### config.mk
export PLATFORM = sky130hd
export DESIGN_NAME = core_scheduler_flat
export DESIGN_NICKNAME = d
export VERILOG_FILES = /design/src/rtl/core_scheduler_if.sv /design/src/rtl/core_scheduler.sv /design/src/flat_wrapper.sv
export SDC_FILE = /design/constraint.sdc
export NUM_CORES = 1
export LEC_CHECK = 0
export BUFFER_PORTS_ARGS = -buffer_cell sky130_fd_sc_hd__buf_2
export CAP_MARGIN = 0
export CORE_ASPECT_RATIO = 0.8
export CORE_MARGIN = 1.5
export CORE_UTILIZATION = 23
export DETAILED_ROUTE_END_ITERATION = 8
export PLACE_DENSITY = 0.51
export SLEW_MARGIN = 20
export SYNTH_ARGS = -nofsm -noshare
export SYNTH_HDL_FRONTEND = slang
export SYNTH_SLANG_ARGS = --single-unit
### constraint.sdc
create_clock -name clk -period 1.7 [get_ports clk]
set_input_delay 0.51 -clock clk [delete_from_list [all_inputs] [get_ports clk]]
set_output_delay 0.51 -clock clk [all_outputs]
set_load 0.05 [all_outputs]
### src/rtl/core_scheduler_if.sv
// rtl/core_scheduler_if.sv - control bundle between core_scheduler and its fetch/decode/LSU/PC neighbours
interface core_scheduler_if #(
  parameter int THREADS = 4
);
  logic                   start;
  logic                   fetch_done;
  logic                   decoded_mem_read_en;
  logic                   decoded_mem_write_en;
  logic                   decoded_ret;
  logic [THREADS-1:0]     lsu_busy;
  logic [8*THREADS-1:0]   next_pc;
  logic [2:0]             core_state;
  logic [7:0]             current_pc;
  logic                   done;
  logic                   diverge_err;

  modport master (
    input  start, fetch_done, decoded_mem_read_en, decoded_mem_write_en, decoded_ret,
           lsu_busy, next_pc,
    output core_state, current_pc, done, diverge_err
  );

  modport slave (
    output start, fetch_done, decoded_mem_read_en, decoded_mem_write_en, decoded_ret,
           lsu_busy, next_pc,
    input  core_state, current_pc, done, diverge_err
  );
endinterface

### src/rtl/core_scheduler.sv
// rtl/core_scheduler.sv - per-block instruction pipeline sequencer with shared PC and divergence flag
module core_scheduler #(
  parameter int THREADS = 4
) (
  input  logic          clk,
  input  logic          reset,
  core_scheduler_if.master bus
);
  typedef enum logic [2:0] {
    IDLE    = 3'b000,
    FETCH   = 3'b001,
    DECODE  = 3'b010,
    REQUEST = 3'b011,
    WAIT    = 3'b100,
    EXECUTE = 3'b101,
    UPDATE  = 3'b110,
    DONE    = 3'b111
  } state_t;

  state_t     state;
  state_t     state_nx;
  logic [7:0] pc_q;
  logic       done_q;
  logic       div_q;
  logic       diverged;
  logic       mem_op;

  assign mem_op = bus.decoded_mem_read_en | bus.decoded_mem_write_en;

  // Any thread disagreeing with thread 0 means the shared PC can no longer serve all of them.
  always_comb begin
    diverged = 1'b0;
    for (int i = 1; i < THREADS; i++) begin
      if (bus.next_pc[8*i +: 8] != bus.next_pc[7:0]) diverged = 1'b1;
    end
  end

  always_comb begin
    state_nx = state;
    case (state)
      IDLE:    if (bus.start) state_nx = FETCH;
      FETCH:   if (bus.fetch_done) state_nx = DECODE;
      DECODE:  state_nx = REQUEST;
      REQUEST: state_nx = WAIT;
      WAIT:    if (!mem_op || (bus.lsu_busy == '0)) state_nx = EXECUTE;
      EXECUTE: state_nx = UPDATE;
      UPDATE:  state_nx = bus.decoded_ret ? DONE : FETCH;
      DONE:    state_nx = DONE;
      default: state_nx = IDLE;
    endcase
  end

  always_ff @(posedge clk or posedge reset) begin
    if (reset) state <= IDLE;
    else       state <= state_nx;
  end

  always_ff @(posedge clk or posedge reset) begin
    if (reset) begin
      pc_q   <= 8'h00;
      done_q <= 1'b0;
      div_q  <= 1'b0;
    end else if (state == UPDATE) begin
      if (bus.decoded_ret) done_q <= 1'b1;
      else                 pc_q   <= bus.next_pc[7:0];
      if (diverged) div_q <= 1'b1;
    end
  end

  assign bus.core_state  = state;
  assign bus.current_pc  = pc_q;
  assign bus.done        = done_q;
  assign bus.diverge_err = div_q;
endmodule

### src/flat_wrapper.sv
// flat-port wrapper written by rule: the top's interface ports become plain ports
module core_scheduler_flat 
#(
  parameter int THREADS = 4
)
  (clk, reset, bus_start, bus_fetch_done, bus_decoded_mem_read_en, bus_decoded_mem_write_en, bus_decoded_ret, bus_lsu_busy, bus_next_pc, bus_core_state, bus_current_pc, bus_done, bus_diverge_err);
  core_scheduler_if #(.THREADS(THREADS)) bus_i ();
  input  logic clk;
  input  logic reset;
  input wire logic [$bits(bus_i.start)-1:0] bus_start;
  input wire logic [$bits(bus_i.fetch_done)-1:0] bus_fetch_done;
  input wire logic [$bits(bus_i.decoded_mem_read_en)-1:0] bus_decoded_mem_read_en;
  input wire logic [$bits(bus_i.decoded_mem_write_en)-1:0] bus_decoded_mem_write_en;
  input wire logic [$bits(bus_i.decoded_ret)-1:0] bus_decoded_ret;
  input wire logic [$bits(bus_i.lsu_busy)-1:0] bus_lsu_busy;
  input wire logic [$bits(bus_i.next_pc)-1:0] bus_next_pc;
  output wire logic [$bits(bus_i.core_state)-1:0] bus_core_state;
  output wire logic [$bits(bus_i.current_pc)-1:0] bus_current_pc;
  output wire logic [$bits(bus_i.done)-1:0] bus_done;
  output wire logic [$bits(bus_i.diverge_err)-1:0] bus_diverge_err;
  assign bus_i.start = bus_start;
  assign bus_i.fetch_done = bus_fetch_done;
  assign bus_i.decoded_mem_read_en = bus_decoded_mem_read_en;
  assign bus_i.decoded_mem_write_en = bus_decoded_mem_write_en;
  assign bus_i.decoded_ret = bus_decoded_ret;
  assign bus_i.lsu_busy = bus_lsu_busy;
  assign bus_i.next_pc = bus_next_pc;
  assign bus_core_state = bus_i.core_state;
  assign bus_current_pc = bus_i.current_pc;
  assign bus_done = bus_i.done;
  assign bus_diverge_err = bus_i.diverge_err;
  core_scheduler #(.THREADS(THREADS)) u_core (.clk(clk), .reset(reset), .bus(bus_i));
endmodule
==> flow_summary.ini <==
[cts]
cts_resized = 0
ctsRootBufferMaster = clkbuf_8
cts_sinks = 13
clk_latency_ns = 0.24
numCtsBuffers = 3
clkTransAtPathRegs_ns = 0.05
htreeDepth = 1
clockBufferDepth = 2
postCtsSetupBuffers = 0
tritoncts = built
ctsHoldBuffers = 0

[critical_path]
end_kind = output pin
crit_family = flip-flops
startpoint_type = flop
path_max_fanout = 9
slowest_stage = dfrtp_1
cpPeakStageDelay_ns = 0.51
crit_buf_inv = 1
required_ns = 1.19
crit_chain = buf_2
worstPathArrival_ns = 1.07
worstSetupPathType = flop to output pin
rrSetupSlack_ns = 0.33

[sta]
slew_violations = 0
rsz0062_at_grt = no
worst_slack_ns = 0.1158
finalCriticalPeriod_ns = 1.584
hold_viol = 0
clock-skew-final_ns = 0.001842
finalCritPeriodShare = 0.9319
max_freq_mhz = 631.2
slew_headroom = 0.6739
worst_slew_pin_slew_ns = 0.4885
setup_viol = 0

[grt]
grt_overflow = 0
grt_max_degree = 14
grt_pass1_vias = 740
track_usage = 0.1226
antenna_found_initial = 0
grt_pass1_wl_mm = 3.215

[routing]
routedWlPerCell_um = 11.81
wl_met2_um = 978
met1_length_um = 837
dr.pass1.iters = 2
drtIter0Drc = 11
vias = 800
drc_errors = 0
routed_wirelength_mm = 2.055
via_per_inst = 4.598
wl_met3_um = 196
ant_nets = 0
top_layer_used = met4

[placement]
routabilityCongestion = 0.7354
place_ws_ns = -0.02471
placed_area_um2 = 1099
port_buffers = 55
dp_hpwl_mm = 1.741

[worst_hold_path]
hp-class = input pin to asynchronous set/reset pin

[final_layout]
drive_gt1_frac = 0.5597
nets = 178
layout_commonest_cell = buf_2
stdcell_area_um2 = 1144
antennaDiodeCount = 0
final_cell_mix = buf_2, dfrtp_1, mux2_2
area_delta_synth_final_pct = 53.36

[synth]
yosysWarningCount = 0
synth_area_um2 = 745.7
synthesis.nets = 115
synth_seq_area_share = 0.4362
synth_cell_type_count = 26
synth.avg_cell_area_um2 = 10.36
ys_seq_elements = 13
syn_inst = 72

[pwr]
p_seq_frac = 0.304
share_comb_of_total_power = 0.554
total_power_w = 0.001864
ir_worst_vdd_uv = 492.8
internal-power_w = 0.0009282
p_sw_frac = 0.5020
clkPwrFrac = 0.142
p_leak_nw = 0.5446
p_sw_w = 0.0009358
power.density_nw_per_um2 = 1630

[outcome]
status = complete, no violations

[floorplan]
die_y_um = 53.93
start_util = 0.2417
io_pins = 56
die_w_um = 66.66
row_count = 18
fp.coreArea_um2 = 3085
dieArea_um2 = 3595

[job]
maxCapViolCount = 0
[cells in the mapped netlist]
cell | count | share of area
xor2_1 | 6 | 0.070
inv_2 | 1 | 0.0050
a221oi_1 | 2 | 0.023
dfrtp_1 | 13 | 0.44
o211ai_1 | 1 | 0.010
and2b_2 | 1 | 0.012
nor4_4 | 1 | 0.029
nand3_1 | 3 | 0.020
nand4_1 | 1 | 0.0084
and3_1 | 3 | 0.025
nand2_1 | 2 | 0.010
nor2_1 | 3 | 0.015
and4_1 | 1 | 0.012
mux2_2 | 8 | 0.12
o21ai_0 | 4 | 0.027
nor3_1 | 4 | 0.027
o22ai_1 | 2 | 0.017
a21o_1 | 1 | 0.010
a31oi_1 | 2 | 0.017
or4_1 | 3 | 0.030
nor4_1 | 2 | 0.017
inv_1 | 2 | 0.010
o31ai_1 | 1 | 0.010
a21oi_1 | 1 | 0.0067
or3_1 | 3 | 0.025
buf_2 | 1 | 0.0067
[kinds of logic (layout without fill, tap and decap cells)]
kind of cell	after synthesis	in the layout	synth area share
and+or+nand+nor	27	27	0.2299
DFF	13	13	0.4362
muxes	8	8	0.1208
xor gates and xnor gates	6	6	0.07047
buffers and inverters	4	66	0.02180
AOI/OAI and AO/OA	14	14	0.1208
[per-layer routing]
metal / vias up / global-route usage
met5: - / 0
met4: 0 / 0.07143
met3: 5 / 0.04393
met2: 29 / 0.2050
met1: 364 / 0.1368
li1: 402 / -
[cell type report]
| class | count | area (um^2) |
|---|---|---|
| clock buffers | 4 | 45.04 |
| fillers | 325 | 1942 |
| inverters | 3 | 11.26 |
| multi-input cells | 55 | 404.1 |
| flip-flops and latches | 13 | 327.8 |
| well taps | 40 | 50.05 |
| repair buffers | 59 | 305.3 |
[power groups by stage]
| stage | Clock [W] | Combinational (W) | Sequential (W) |
|---|---|---|---|
| after floorplan | 0 | 0.000301 | 0.00103 |
| after global placement | 0 | 0.00104 | 0.000574 |
| after detailed placement | 0 | 0.00104 | 0.000576 |
| after CTS | 0.000281 | 0.00105 | 0.000570 |
| after global routing | 0.000288 | 0.00111 | 0.000592 |
| final | 0.000265 | 0.00103 | 0.000566 |
[final timing paths]
| kind | start | end | cells after the start |
|---|---|---|---|
| max | u_core.bus.core_state[0]$_DFFE_PP0P_ | bus_core_state[0] | 1 |
| min | reset | u_core.bus.current_pc[0]$_DFFE_PP0P_ | 2 |
| max reg2reg | u_core.bus.core_state[1]$_DFFE_PP0P_ | u_core.bus.current_pc[4]$_DFFE_PP0P_ | 4 |
| min reg2reg | u_core.bus.done$_DFFE_PP0P_ | u_core.bus.done$_DFFE_PP0P_ | 1 |
| max in group asynchronous | reset | u_core.bus.core_state[2]$_DFFE_PP0P_ | 2 |
| min in group clk | u_core.bus.done$_DFFE_PP0P_ | u_core.bus.done$_DFFE_PP0P_ | 1 |
[flip-flops by register name, summed over array words and instances (netlist names)]
| register | count |
|---|---|
| u_core.bus.current_pc | 8 |
| u_core.bus.diverge_err | 1 |
| u_core.bus.done | 1 |
| u_core.bus.core_state | 3 |
[per-stage QoR]
| step | setup TNS, ns | hold WS [ns] | instances | utilization |
|---|---|---|---|---|
| 2_1_floorplan | 0 | 0.3868 | 72 | - |
| 3_5_place_dp | -0.02471 | 0.4428 | 170 | 0.3560 |
| 6_report | 0 | 0.2847 | 174 | 0.3706 |
| 3_3_place_gp | 0 | 0.4423 | 170 | 0.3560 |
| 5_1_grt | 0 | 0.3456 | 174 | 0.3706 |
| 4_1_cts | 0 | 0.3038 | 174 | 0.3706 |
No activity file was read; power rests on OpenSTA's default activity.
